File: config.mk
export PLATFORM = sky130hd
export DESIGN_NAME = hazard_ctrl_flat
export DESIGN_NICKNAME = d
export VERILOG_FILES = /design/src/rtl/hazard_ctrl_pkg.sv /design/src/rtl/hazard_ctrl_if.sv /design/src/rtl/hazard_ctrl_reg_scoreboard.sv /design/src/rtl/hazard_ctrl.sv /design/src/flat_wrapper.sv
export SDC_FILE = /design/constraint.sdc
export NUM_CORES = 1
export LEC_CHECK = 0
export BUFFER_PORTS_ARGS = -buffer_cell sky130_fd_sc_hd__buf_4
export CORE_MARGIN = 10
export CORE_UTILIZATION = 42
export CTS_CLUSTER_DIAMETER = 200
export DETAILED_ROUTE_END_ITERATION = 8
export HOLD_SLACK_MARGIN = 0.05
export PLACE_DENSITY = 0.65
export REMOVE_ABC_BUFFERS = 1
export SYNTH_ARGS = -nofsm -noshare
export SYNTH_HDL_FRONTEND = slang
export SYNTH_SLANG_ARGS = --single-unit
File: constraint.sdc
create_clock -name clk -period 4.2 [get_ports clk]
set_clock_uncertainty 0.1 [all_clocks]
set_input_delay 1.05 -clock clk [delete_from_list [all_inputs] [get_ports clk]]
set_output_delay 1.05 -clock clk [all_outputs]
set_load 0.02 [all_outputs]
File: src/rtl/hazard_ctrl_pkg.sv
`default_nettype none
// ============================================================================
//  Module      : hazard_ctrl_pkg
//  Description : Shared definitions for the RV32I hazard/flush controller.
//                Holds the base opcodes, the controller state encoding and
//                the decode predicates that say which register fields an
//                opcode reads or writes.
//  Revision    : 1.0 - initial release
// ============================================================================
package hazard_ctrl_pkg;

  localparam int XLEN        = 32;
  localparam int NUM_REGS    = 32;
  localparam int FLUSH_CNT_W = 3;   // holds FLUSH_CYCLES values 1..7

  // RV32I base opcodes (instr[6:0])
  localparam logic [6:0] OPC_OP     = 7'b0110011;
  localparam logic [6:0] OPC_OP_IMM = 7'b0010011;
  localparam logic [6:0] OPC_LUI    = 7'b0110111;
  localparam logic [6:0] OPC_AUIPC  = 7'b0010111;
  localparam logic [6:0] OPC_JAL    = 7'b1101111;
  localparam logic [6:0] OPC_JALR   = 7'b1100111;
  localparam logic [6:0] OPC_LOAD   = 7'b0000011;
  localparam logic [6:0] OPC_STORE  = 7'b0100011;
  localparam logic [6:0] OPC_BRANCH = 7'b1100011;

  typedef enum logic [1:0] {
    ST_RUN   = 2'd0,
    ST_HOLD  = 2'd1,
    ST_FLUSH = 2'd2
  } state_e;

  function automatic logic writes_rd(input logic [6:0] opc);
    return (opc == OPC_OP)  || (opc == OPC_OP_IMM) || (opc == OPC_LUI) ||
           (opc == OPC_AUIPC) || (opc == OPC_JAL) || (opc == OPC_JALR) ||
           (opc == OPC_LOAD);
  endfunction

  function automatic logic reads_rs1(input logic [6:0] opc);
    return (opc == OPC_OP) || (opc == OPC_OP_IMM) || (opc == OPC_BRANCH) ||
           (opc == OPC_JALR) || (opc == OPC_LOAD) || (opc == OPC_STORE);
  endfunction

  function automatic logic reads_rs2(input logic [6:0] opc);
    return (opc == OPC_OP) || (opc == OPC_BRANCH) || (opc == OPC_STORE);
  endfunction

endpackage
`default_nettype wire

File: src/rtl/hazard_ctrl_if.sv
`default_nettype none
// ============================================================================
//  Module      : hazard_ctrl_if
//  Description : Pipeline-side bundle of the hazard controller.
//                master : pipeline (drives decode/execute/writeback info)
//                slave  : hazard_ctrl (drives halt/taken_branch/issue/perf)
//  Ports       : id_instr, id_valid, branch_en, mem_busy, wb_valid, wb_rd,
//                halt, taken_branch, issue, stall_cnt, flush_cnt
//  Revision    : 1.0 - initial release
// ============================================================================
interface hazard_ctrl_if;
  import hazard_ctrl_pkg::*;

  logic [XLEN-1:0] id_instr;
  logic            id_valid;
  logic            branch_en;
  logic            mem_busy;
  logic            wb_valid;
  logic [4:0]      wb_rd;
  logic            halt;
  logic            taken_branch;
  logic            issue;
  logic [31:0]     stall_cnt;
  logic [31:0]     flush_cnt;

  modport master (
    output id_instr, id_valid, branch_en, mem_busy, wb_valid, wb_rd,
    input  halt, taken_branch, issue, stall_cnt, flush_cnt
  );

  modport slave (
    input  id_instr, id_valid, branch_en, mem_busy, wb_valid, wb_rd,
    output halt, taken_branch, issue, stall_cnt, flush_cnt
  );

endinterface
`default_nettype wire

File: src/rtl/hazard_ctrl_reg_scoreboard.sv
`default_nettype none
// ============================================================================
//  Module      : reg_scoreboard
//  Description : Per-register pending-write counters for x1..x31.
//                One increment port (issue) and one decrement port (retire);
//                lookup of "busy" (count != 0) for two sources and "full"
//                (count at maximum) for the destination. x0 reads as idle.
//  Ports       : clk, rst (async, active-low), inc_en/inc_idx,
//                dec_en/dec_idx, rs1_idx/rs2_idx/rd_idx,
//                rs1_busy, rs2_busy, rd_full
//  Revision    : 1.0 - initial release
// ============================================================================
module reg_scoreboard
  import hazard_ctrl_pkg::*;
#(
  parameter int CNT_W = 2
) (
  input  logic       clk,
  input  logic       rst,
  input  logic       inc_en,
  input  logic [4:0] inc_idx,
  input  logic       dec_en,
  input  logic [4:0] dec_idx,
  input  logic [4:0] rs1_idx,
  input  logic [4:0] rs2_idx,
  input  logic [4:0] rd_idx,
  output logic       rs1_busy,
  output logic       rs2_busy,
  output logic       rd_full
);

  localparam logic [CNT_W-1:0] CNT_MAX = '1;

  logic [NUM_REGS-1:0] busy_vec;
  logic [NUM_REGS-1:0] full_vec;

  // x0 is never tracked
  assign busy_vec[0] = 1'b0;
  assign full_vec[0] = 1'b0;

  for (genvar i = 1; i < NUM_REGS; i++) begin : g_cnt
    logic [CNT_W-1:0] cnt_q;
    logic [CNT_W-1:0] cnt_d;
    logic             inc_hit;
    logic             dec_hit;

    assign inc_hit = inc_en && (inc_idx == 5'(i));
    assign dec_hit = dec_en && (dec_idx == 5'(i));

    // Simultaneous issue and retire cancel; retire of an idle register is
    // dropped. Increment never overflows because a full rd blocks issue.
    always_comb begin
      cnt_d = cnt_q;
      if (inc_hit && !dec_hit) begin
        cnt_d = cnt_q + CNT_W'(1);
      end else if (dec_hit && !inc_hit && (cnt_q != '0)) begin
        cnt_d = cnt_q - CNT_W'(1);
      end
    end

    always_ff @(posedge clk or negedge rst) begin
      if (!rst) begin
        cnt_q <= '0;
      end else begin
        cnt_q <= cnt_d;
      end
    end

    assign busy_vec[i] = (cnt_q != '0);
    assign full_vec[i] = (cnt_q == CNT_MAX);
  end

  assign rs1_busy = busy_vec[rs1_idx];
  assign rs2_busy = busy_vec[rs2_idx];
  assign rd_full  = full_vec[rd_idx];

endmodule
`default_nettype wire

File: src/rtl/hazard_ctrl.sv
`default_nettype none
// ============================================================================
//  Module      : hazard_ctrl
//  Description : Hazard and flush controller for the in-order RV32I core.
//                Stalls decode on RAW hazards (via reg_scoreboard) or on
//                data-memory wait, and squashes execute for FLUSH_CYCLES
//                cycles after a taken branch/jump.
//  Ports       : clk, rst (async, active-low), bus (hazard_ctrl_if.slave)
//  Config      : HAZARD_CTRL_PERF_EN - enables stall_cnt / flush_cnt
//                counters; otherwise both outputs are tied to zero.
//  Revision    : 1.0 - initial release
// ============================================================================
module hazard_ctrl
  import hazard_ctrl_pkg::*;
#(
  parameter int FLUSH_CYCLES = 2,
  parameter int CNT_W        = 2
) (
  input  logic         clk,
  input  logic         rst,
  hazard_ctrl_if.slave bus
);

  localparam logic [FLUSH_CNT_W-1:0] FLUSH_LOAD = FLUSH_CNT_W'(FLUSH_CYCLES);

  logic [6:0] opcode;
  logic [4:0] rd_idx;
  logic [4:0] rs1_idx;
  logic [4:0] rs2_idx;

  assign opcode  = bus.id_instr[6:0];
  assign rd_idx  = bus.id_instr[11:7];
  assign rs1_idx = bus.id_instr[19:15];
  assign rs2_idx = bus.id_instr[24:20];

  // funct fields play no part in hazard detection
  logic unused_bits;

  logic rd_tracked;
  logic rs1_used;
  logic rs2_used;
  assign rd_tracked = writes_rd(opcode) && (rd_idx != 5'd0);
  assign rs1_used   = reads_rs1(opcode);
  assign rs2_used   = reads_rs2(opcode);

  logic rs1_busy;
  logic rs2_busy;
  logic rd_full;
  logic hazard;

  state_e                 state_q, state_d;
  logic [FLUSH_CNT_W-1:0] fcnt_q, fcnt_d;
  logic                   busy_lat_q, busy_lat_d;
  logic                   flush_entry;

  logic run;
  logic halt;
  logic issue;

  assign run    = (state_q == ST_RUN);
  assign hazard = (rs1_used && rs1_busy) || (rs2_used && rs2_busy) ||
                  (rd_tracked && rd_full);

  // Gated with rst so nothing issues or stalls while reset is held.
  assign issue = rst && run && bus.id_valid && !hazard &&
                 !bus.branch_en && !bus.mem_busy;
  assign halt  = rst && ((state_q == ST_HOLD) ||
                         (run && bus.id_valid && hazard));

  assign bus.issue        = issue;
  assign bus.halt         = halt;
  assign bus.taken_branch = (state_q == ST_FLUSH);

  reg_scoreboard #(
    .CNT_W (CNT_W)
  ) u_scoreboard (
    .clk      (clk),
    .rst      (rst),
    .inc_en   (issue && rd_tracked),
    .inc_idx  (rd_idx),
    .dec_en   (bus.wb_valid && (bus.wb_rd != 5'd0)),
    .dec_idx  (bus.wb_rd),
    .rs1_idx  (rs1_idx),
    .rs2_idx  (rs2_idx),
    .rd_idx   (rd_idx),
    .rs1_busy (rs1_busy),
    .rs2_busy (rs2_busy),
    .rd_full  (rd_full)
  );

  // busy_lat remembers a mem_busy seen while flushing so the flush exits
  // into HOLD even if the memory wait began mid-flush.
  always_comb begin
    state_d     = state_q;
    fcnt_d      = fcnt_q;
    busy_lat_d  = busy_lat_q;
    flush_entry = 1'b0;
    case (state_q)
      ST_RUN: begin
        if (bus.branch_en) begin
          state_d     = ST_FLUSH;
          fcnt_d      = FLUSH_LOAD;
          busy_lat_d  = bus.mem_busy;
          flush_entry = 1'b1;
        end else if (bus.mem_busy) begin
          state_d = ST_HOLD;
        end
      end
      ST_HOLD: begin
        if (!bus.mem_busy) begin
          state_d = ST_RUN;
        end
      end
      ST_FLUSH: begin
        if (bus.branch_en) begin
          fcnt_d      = FLUSH_LOAD;
          busy_lat_d  = busy_lat_q || bus.mem_busy;
          flush_entry = 1'b1;
        end else if (fcnt_q <= FLUSH_CNT_W'(1)) begin
          state_d    = (busy_lat_q || bus.mem_busy) ? ST_HOLD : ST_RUN;
          fcnt_d     = '0;
          busy_lat_d = 1'b0;
        end else begin
          fcnt_d     = fcnt_q - FLUSH_CNT_W'(1);
          busy_lat_d = busy_lat_q || bus.mem_busy;
        end
      end
      default: begin
        state_d    = ST_RUN;
        fcnt_d     = '0;
        busy_lat_d = 1'b0;
      end
    endcase
  end

  always_ff @(posedge clk or negedge rst) begin
    if (!rst) begin
      state_q    <= ST_RUN;
      fcnt_q     <= '0;
      busy_lat_q <= 1'b0;
    end else begin
      state_q    <= state_d;
      fcnt_q     <= fcnt_d;
      busy_lat_q <= busy_lat_d;
    end
  end

`ifdef HAZARD_CTRL_PERF_EN
  logic [31:0] stall_cnt_q, stall_cnt_d;
  logic [31:0] flush_cnt_q, flush_cnt_d;

  always_comb begin
    stall_cnt_d = stall_cnt_q + (halt ? 32'd1 : 32'd0);
    flush_cnt_d = flush_cnt_q + (flush_entry ? 32'd1 : 32'd0);
  end

  always_ff @(posedge clk or negedge rst) begin
    if (!rst) begin
      stall_cnt_q <= '0;
      flush_cnt_q <= '0;
    end else begin
      stall_cnt_q <= stall_cnt_d;
      flush_cnt_q <= flush_cnt_d;
    end
  end

  assign bus.stall_cnt = stall_cnt_q;
  assign bus.flush_cnt = flush_cnt_q;
  assign unused_bits   = ^{bus.id_instr[31:25], bus.id_instr[14:12]};
`else
  assign bus.stall_cnt = 32'd0;
  assign bus.flush_cnt = 32'd0;
  assign unused_bits   = ^{bus.id_instr[31:25], bus.id_instr[14:12],
                           flush_entry};
`endif

endmodule
`default_nettype wire
File: src/flat_wrapper.sv
// flat-port wrapper written by rule: the top's interface ports become plain ports
module hazard_ctrl_flat import hazard_ctrl_pkg::*;
#(
  parameter int FLUSH_CYCLES = 2,
  parameter int CNT_W        = 2
)
  (clk, rst, bus_id_instr, bus_id_valid, bus_branch_en, bus_mem_busy, bus_wb_valid, bus_wb_rd, bus_halt, bus_taken_branch, bus_issue, bus_stall_cnt, bus_flush_cnt);
  hazard_ctrl_if bus_i ();
  input  logic clk;
  input  logic rst;
  input wire logic [$bits(bus_i.id_instr)-1:0] bus_id_instr;
  input wire logic [$bits(bus_i.id_valid)-1:0] bus_id_valid;
  input wire logic [$bits(bus_i.branch_en)-1:0] bus_branch_en;
  input wire logic [$bits(bus_i.mem_busy)-1:0] bus_mem_busy;
  input wire logic [$bits(bus_i.wb_valid)-1:0] bus_wb_valid;
  input wire logic [$bits(bus_i.wb_rd)-1:0] bus_wb_rd;
  output wire logic [$bits(bus_i.halt)-1:0] bus_halt;
  output wire logic [$bits(bus_i.taken_branch)-1:0] bus_taken_branch;
  output wire logic [$bits(bus_i.issue)-1:0] bus_issue;
  output wire logic [$bits(bus_i.stall_cnt)-1:0] bus_stall_cnt;
  output wire logic [$bits(bus_i.flush_cnt)-1:0] bus_flush_cnt;
  assign bus_i.id_instr = bus_id_instr;
  assign bus_i.id_valid = bus_id_valid;
  assign bus_i.branch_en = bus_branch_en;
  assign bus_i.mem_busy = bus_mem_busy;
  assign bus_i.wb_valid = bus_wb_valid;
  assign bus_i.wb_rd = bus_wb_rd;
  assign bus_halt = bus_i.halt;
  assign bus_taken_branch = bus_i.taken_branch;
  assign bus_issue = bus_i.issue;
  assign bus_stall_cnt = bus_i.stall_cnt;
  assign bus_flush_cnt = bus_i.flush_cnt;
  hazard_ctrl #(.FLUSH_CYCLES(FLUSH_CYCLES), .CNT_W(CNT_W)) u_core (.clk(clk), .rst(rst), .bus(bus_i));
endmodule
### Word level (Yosys, flattened, before mapping)

Cells that the tools add are included.

* register bits: 68
* bits of input ports: 43
* output and inout bits: 67
* logic and storage cells: 611

* add/sub/neg operators: 63
* magnitude comparators: 4
* equal/unequal tests: 109
* multiplexer cells: 83
* bitwise logic cells: 1
* reduce and logical (&&, ||, !) cells: 317

Operator list (count)
* 1-bit logical AND: 169
* 5-bit equality test (second input constant): 32
* 2-bit 2-to-1 mux: 67
* 2-bit nonzero test: 62
* 5-bit by 4-bit equality test with 1-bit output (second input constant): 16
* 1-bit logical NOT: 65
* 2-bit equality test (second input constant): 32
* 2-bit by 1-bit adder with 2-bit output (second input constant): 31
* 2-bit by 1-bit subtractor with 2-bit output (second input constant): 31
* 5-bit by 3-bit equality test with 1-bit output (second input constant): 8
* 7-bit by 6-bit equality test with 1-bit output (second input constant): 3
* 7-bit equality test (second input constant): 3
* 5-bit by 2-bit equality test with 1-bit output (second input constant): 4
* 5-bit by 6-bit < comparator with 1-bit output (second input constant): 3
* 1-bit logical OR: 16
* 1-bit binary-select mux with 5-bit select: 3
* 7-bit by 5-bit equality test with 1-bit output (second input constant): 2
* 5-bit by 1-bit equality test with 1-bit output (second input constant): 2
* 5-bit nonzero test: 2
* 3-bit 2-to-1 mux: 3
* 3-bit case mux with 3 select lines: 1
* 7-bit by 2-bit equality test with 1-bit output (second input constant): 1
* 1-bit 2-to-1 mux: 7
* 2-bit inequality test (second input constant): 3
* other kinds (11): 11

### Depth between registers and ports, before layout

* word-level depth: 21
* mapped depth: 12
* mapped depth without buffers: 8

### Modules after synthesis

Synthesis repeated with hierarchy kept, for this count alone.

* cell total of the unflattened synthesis: 667
* area, all modules: 5672.9 um^2

Modules (own cells, without submodules)
* reg_scoreboard: times used 1, cells each 542, area an instance 4690.7 um^2, sequential area each 1551.5 um^2
* hazard_ctrl: times used 1, cells each 125, area an instance 982.2 um^2, sequential area each 150.1 um^2

### Least setup slack after synthesis

OpenSTA, ideal clock, no wires.

* kind: input to output
* from: input port bus_id_instr[20]
* to: output port bus_halt
* arrival time: 3.240 ns
* required time: 3.050 ns
* setup slack: -0.190 ns
* stages on the path: 11
* path buffers: 3
* path through: buf_4 -> buf_4 -> nor3_1 -> a21oi_1 -> o22ai_1 -> or4_2 -> o211ai_4 -> or2_2 -> clkbuf_1 -> o21ai_0 -> a21oi_1

* cells in the longest elaborated chain, start to end: 8

RTL lines
* start: declaration: RTL line flat_wrapper.sv:11 `input wire logic [$bits(bus_i.id_instr)-1:0] bus_id_instr;`
* 1-bit binary-select mux with 5-bit select: RTL line hazard_ctrl_reg_scoreboard.sv:74 `assign rs2_busy = busy_vec[rs2_idx];`
* 1-bit 2-to-1 mux (implied by the code): RTL line hazard_ctrl_reg_scoreboard.sv:74
* 1-bit logical AND: RTL line hazard_ctrl.sv:61 `assign hazard = (rs1_used && rs1_busy) || (rs2_used && rs2_busy) ||`
* 1-bit logical OR (2 in series): RTL line hazard_ctrl.sv:61
* 1-bit logical AND: RTL line hazard_ctrl.sv:68 `(run && bus.id_valid && hazard));`
* 1-bit logical OR: RTL line hazard_ctrl.sv:67 `assign halt = rst && ((state_q == ST_HOLD) ||`
* 1-bit logical AND: RTL line hazard_ctrl.sv:67
* end: declaration: RTL line flat_wrapper.sv:17 `output wire logic [$bits(bus_i.halt)-1:0] bus_halt;`

Every way passes these cells. The select of a mux whose other input is x is not followed.

### Worst setup path in the final report

* from: input port bus_id_instr[17]
* to: output port bus_halt

* cells in the longest elaborated chain, start to end: 8

RTL lines
* 1-bit binary-select mux with 5-bit select: RTL line hazard_ctrl_reg_scoreboard.sv:73 `assign rs1_busy = busy_vec[rs1_idx];`
* 1-bit 2-to-1 mux (implied by the code): RTL line hazard_ctrl_reg_scoreboard.sv:73
* 1-bit logical AND: RTL line hazard_ctrl.sv:61
* 1-bit logical OR (2 in series): RTL line hazard_ctrl.sv:61
* 1-bit logical AND: RTL line hazard_ctrl.sv:68
* 1-bit logical OR: RTL line hazard_ctrl.sv:67
* 1-bit logical AND: RTL line hazard_ctrl.sv:67

Every way passes these cells. The select of a mux whose other input is x is not followed.

==> impl_metrics.py <==
metrics = {
    "logic_synthesis": {
        "ys.warnings.count": 0,
        "synthCells": 828,
        "synthAdderAreaFrac_pct": 0.373,
        "synth_compound_area_share_pct": 21.6,
        "muxShareOfSynthArea_pct": 3.32,
        "synth_xor_area_share_pct": 2.48,
        "synth_edf_count": 0,
        "yosysTopAreaCellShare_pct": 25.4,
        "ys_types": 92,
        "synthArstFlopShare_pct": 100,
        "synth_ff_type": "dfrtp_1",
        "synth_area_leaders": "dfrtp_1, buf_4, nand2_1",
        "yosysMostFrequentCell": "nand2_1",
        "ys_seq_elements": 68,
        "synth_area_per_cell_um2": 8.10,
        "syn-cell-area_um2": 6700,
        "synth_top_cell_by_area": "dfrtp_1",
        "synth_common_cells": "nand2_1, nor2_1, buf_4",
        "synth-simple-area-share_pct": 34.2,
        "synth_top_family_by_area": "simple AND/OR/NAND/NOR gates",
        "yosysSeqAreaShare_pct": 25.4,
    },
    "setup_path": {
        "end_kind": "output port",
        "crit_path_cell_trace": "buf_4 > or4b_1 > o311ai_1 > o22ai_1 > a221oi_2 > o21ai_4 > or2_4 > o21ai_1 > a21oi_1 > buf_4",
        "crit_path_frequent_cell": "buf_4",
        "required_ps": 3050,
        "criticalPathCategory": "input port to output port",
        "startpoint_type": "input port",
        "cpPeakStageDelay_ps": 470,
        "cpMaxStageDelayCell": "or4b_1",
        "cp_data_arrival_time_ps": 2980,
        "crit_family": "compound AO/OA/AOI/OAI gates",
        "critPathBufInv": 2,
        "crit_fanout": 8,
    },
    "placement": {
        "place_congestion": 0.958,
        "dp_hpwl_mm": 16.8,
        "placed_cell_area_um2": 7090,
        "port_buffers": 35,
        "placed_cells": 1088,
    },
    "flow_run": {
        "maxCapViolCount": 0,
    },
    "global_route": {
        "grt_pass1_vias": 6200,
        "grt_pass1_wl_mm": 34.4,
        "grt_start_max_net_pins": 38,
        "grt_usage_pct": 19.9,
        "antenna_found_initial": 0,
        "overflow": 0,
    },
    "power": {
        "switchingPower_uw": 660,
        "p_per_area_nw_per_um2": 276,
        "p_comb_share_pct": 23.3,
        "switching_share_pct": 31.9,
        "vdd_drop_max_v": 0.000299,
        "p_leak_uw": 0.00290,
        "intPower_uw": 1410,
        "clkPwrFrac_pct": 40.1,
        "pwr-share-seq_pct": 36.7,
    },
    "cells_and_area": {
        "diodes": 0,
        "stdcell_count": 1106,
        "drive_above_1_share_pct": 18.4,
        "area_delta_synth_final_pct": 11.5,
        "nets": 930,
        "stdcell_area_um2": 7480,
        "nFillCells": 1574,
    },
    "timing": {
        "hold_viol": 0,
        "timing.final.crit_share_pct": 98.4,
        "worst_pin_slew_ps": 1140,
        "fin_crit_ps": 4130,
        "whs_ps": 400,
        "final-max-slew-violation-count": 0,
        "finalSetupViolCount": 0,
        "maxSlewHeadroom_pct": 23.7,
        "clock.fmax_ghz": 0.242,
    },
    "routing": {
        "vias_per_cell": 5.90,
        "wire_per_inst_um": 19.6,
        "drt_pre_antenna_iters": 6,
        "wl_mm": 21.7,
        "antenna_left": 0,
        "drt_iter0_markers": 777,
        "vias": 6524,
        "route.detailed.drc": 0,
    },
    "floorplanning": {
        "fp.dieH_um": 146,
        "die_width_um": 146,
        "core_um2": 15800,
        "row_count": 46,
        "io_pins": 110,
        "start_util_pct": 42.5,
        "die_area_um2": 21400,
    },
    "clock_tree": {
        "clk_pin_slew_ps": 50,
        "clock_sinks": 68,
        "cts_made_buffers": 9,
        "htree_levels": 3,
        "root_buffer": "clkbuf_16",
        "clockBufferDepth": 2,
        "ctsHoldBuffers": 0,
        "clock_latency_ps": 360,
        "cts_tree": "done",
    },
    "hold_path": {
        "hp-class": "flop to flop",
    },
    "outcome": {
        "status": "completed",
    },
}
## cells in the final DEF, fill, tap and decap left out, types with 12 or more instances in the layout
cell type	n
buf_4	81
a22oi_1	12
xnor2_1	17
nand4_1	16
a21oi_1	46
nand3b_1	15
nand3_1	39
nor2_1	73
inv_1	30
o21ai_0	45
nor3_1	19
nor2b_1	14
dfrtp_1	68
nand2_1	88
a31oi_1	19
conb_1	64
nor3b_1	14
## sequential cells by signal, summed over array words and instances (netlist names)
register / count
u_core.u_scoreboard.g_cnt.cnt_q: 62
u_core.fcnt_q: 3
u_core.state_q: 2
u_core.busy_lat_q: 1
## routing by layer
layer	up-vias	wire length, um	global-route usage, %
li1	3051	-	-
met1	3075	9060	25.4
met2	347	9650	30.5
met3	51	2200	6.18
met4	0	789	8.56
met5	-	0	0
## area by class of cell
cell class                 instances  area [um2]  area share (%)
multi-input combinational        694        4450            59.5
sequential                        68        1700            22.8
timing repair buffer              82         628            8.40
tap                              216         270            3.62
clock buffer                      11         243            3.25
inverter                          30         113            1.51
clock inverter                     5        75.1            1.00
## power groups by stage
stage,Sequential [uW],Combinational (uW),Clock (uW)
final,758,481,828
after global routing,763,524,867
after global placement,765,458,0
after detailed placement,766,462,0
after CTS,755,466,843
after floorplan,750,285,0
## repair_timing
action	CTS	global route
buffers inserted	1	1
resized for setup	5	8
setup endpoints to repair	1	2
pin swaps	2	4
## final timing paths
check,endpoint,cells past startpoint,slack (ps),start
min reg2reg,u_core.fcnt_q[2]$_DFFE_PN0P_,1,400,u_core.fcnt_q[2]$_DFFE_PN0P_
max in group asynchronous,u_core.u_scoreboard.g_cnt[19].cnt_q[0]$_DFFE_PN0P_,3,2430,rst
max,bus_halt,10,70,bus_id_instr[17]
min,u_core.fcnt_q[2]$_DFFE_PN0P_,1,400,u_core.fcnt_q[2]$_DFFE_PN0P_
min in group asynchronous,u_core.u_scoreboard.g_cnt[31].cnt_q[1]$_DFFE_PN0P_,2,690,rst
max reg2reg,u_core.u_scoreboard.g_cnt[28].cnt_q[0]$_DFFE_PN0P_,11,600,u_core.u_scoreboard.g_cnt[3].cnt_q[0]$_DFFE_PN0P_
## cells by family (layout without fill, tap and decap cells)
group | Yosys count | count (layout)
multiplexers | 14 | 14
AO/OA/AOI/OAI | 212 | 212
AND/OR/NAND/NOR | 383 | 383
adder cells (fa/ha/maj) | 2 | 2
buffers and inverters | 129 | 128
other | 1 | 64
XOR/XNOR | 19 | 19
flip-flops | 68 | 68
## metrics by stage
| stage | setup TNS [ps] | power (uW) | utilization, % | setup slack (ps) |
|---|---|---|---|---|
| after floorplan | -612 | 1040 | - | -343 |
| after global routing | -1.48 | 2150 | 47.4 | -1.48 |
| after CTS | 0 | 2060 | 47.1 | 33.8 |
| final | 0 | 2070 | 47.4 | 68.7 |
| after detailed placement | -112 | 1230 | 45.0 | -112 |
| after global placement | -110 | 1220 | 45.0 | -110 |
Note: power is estimated with default switching activity, not from simulation.
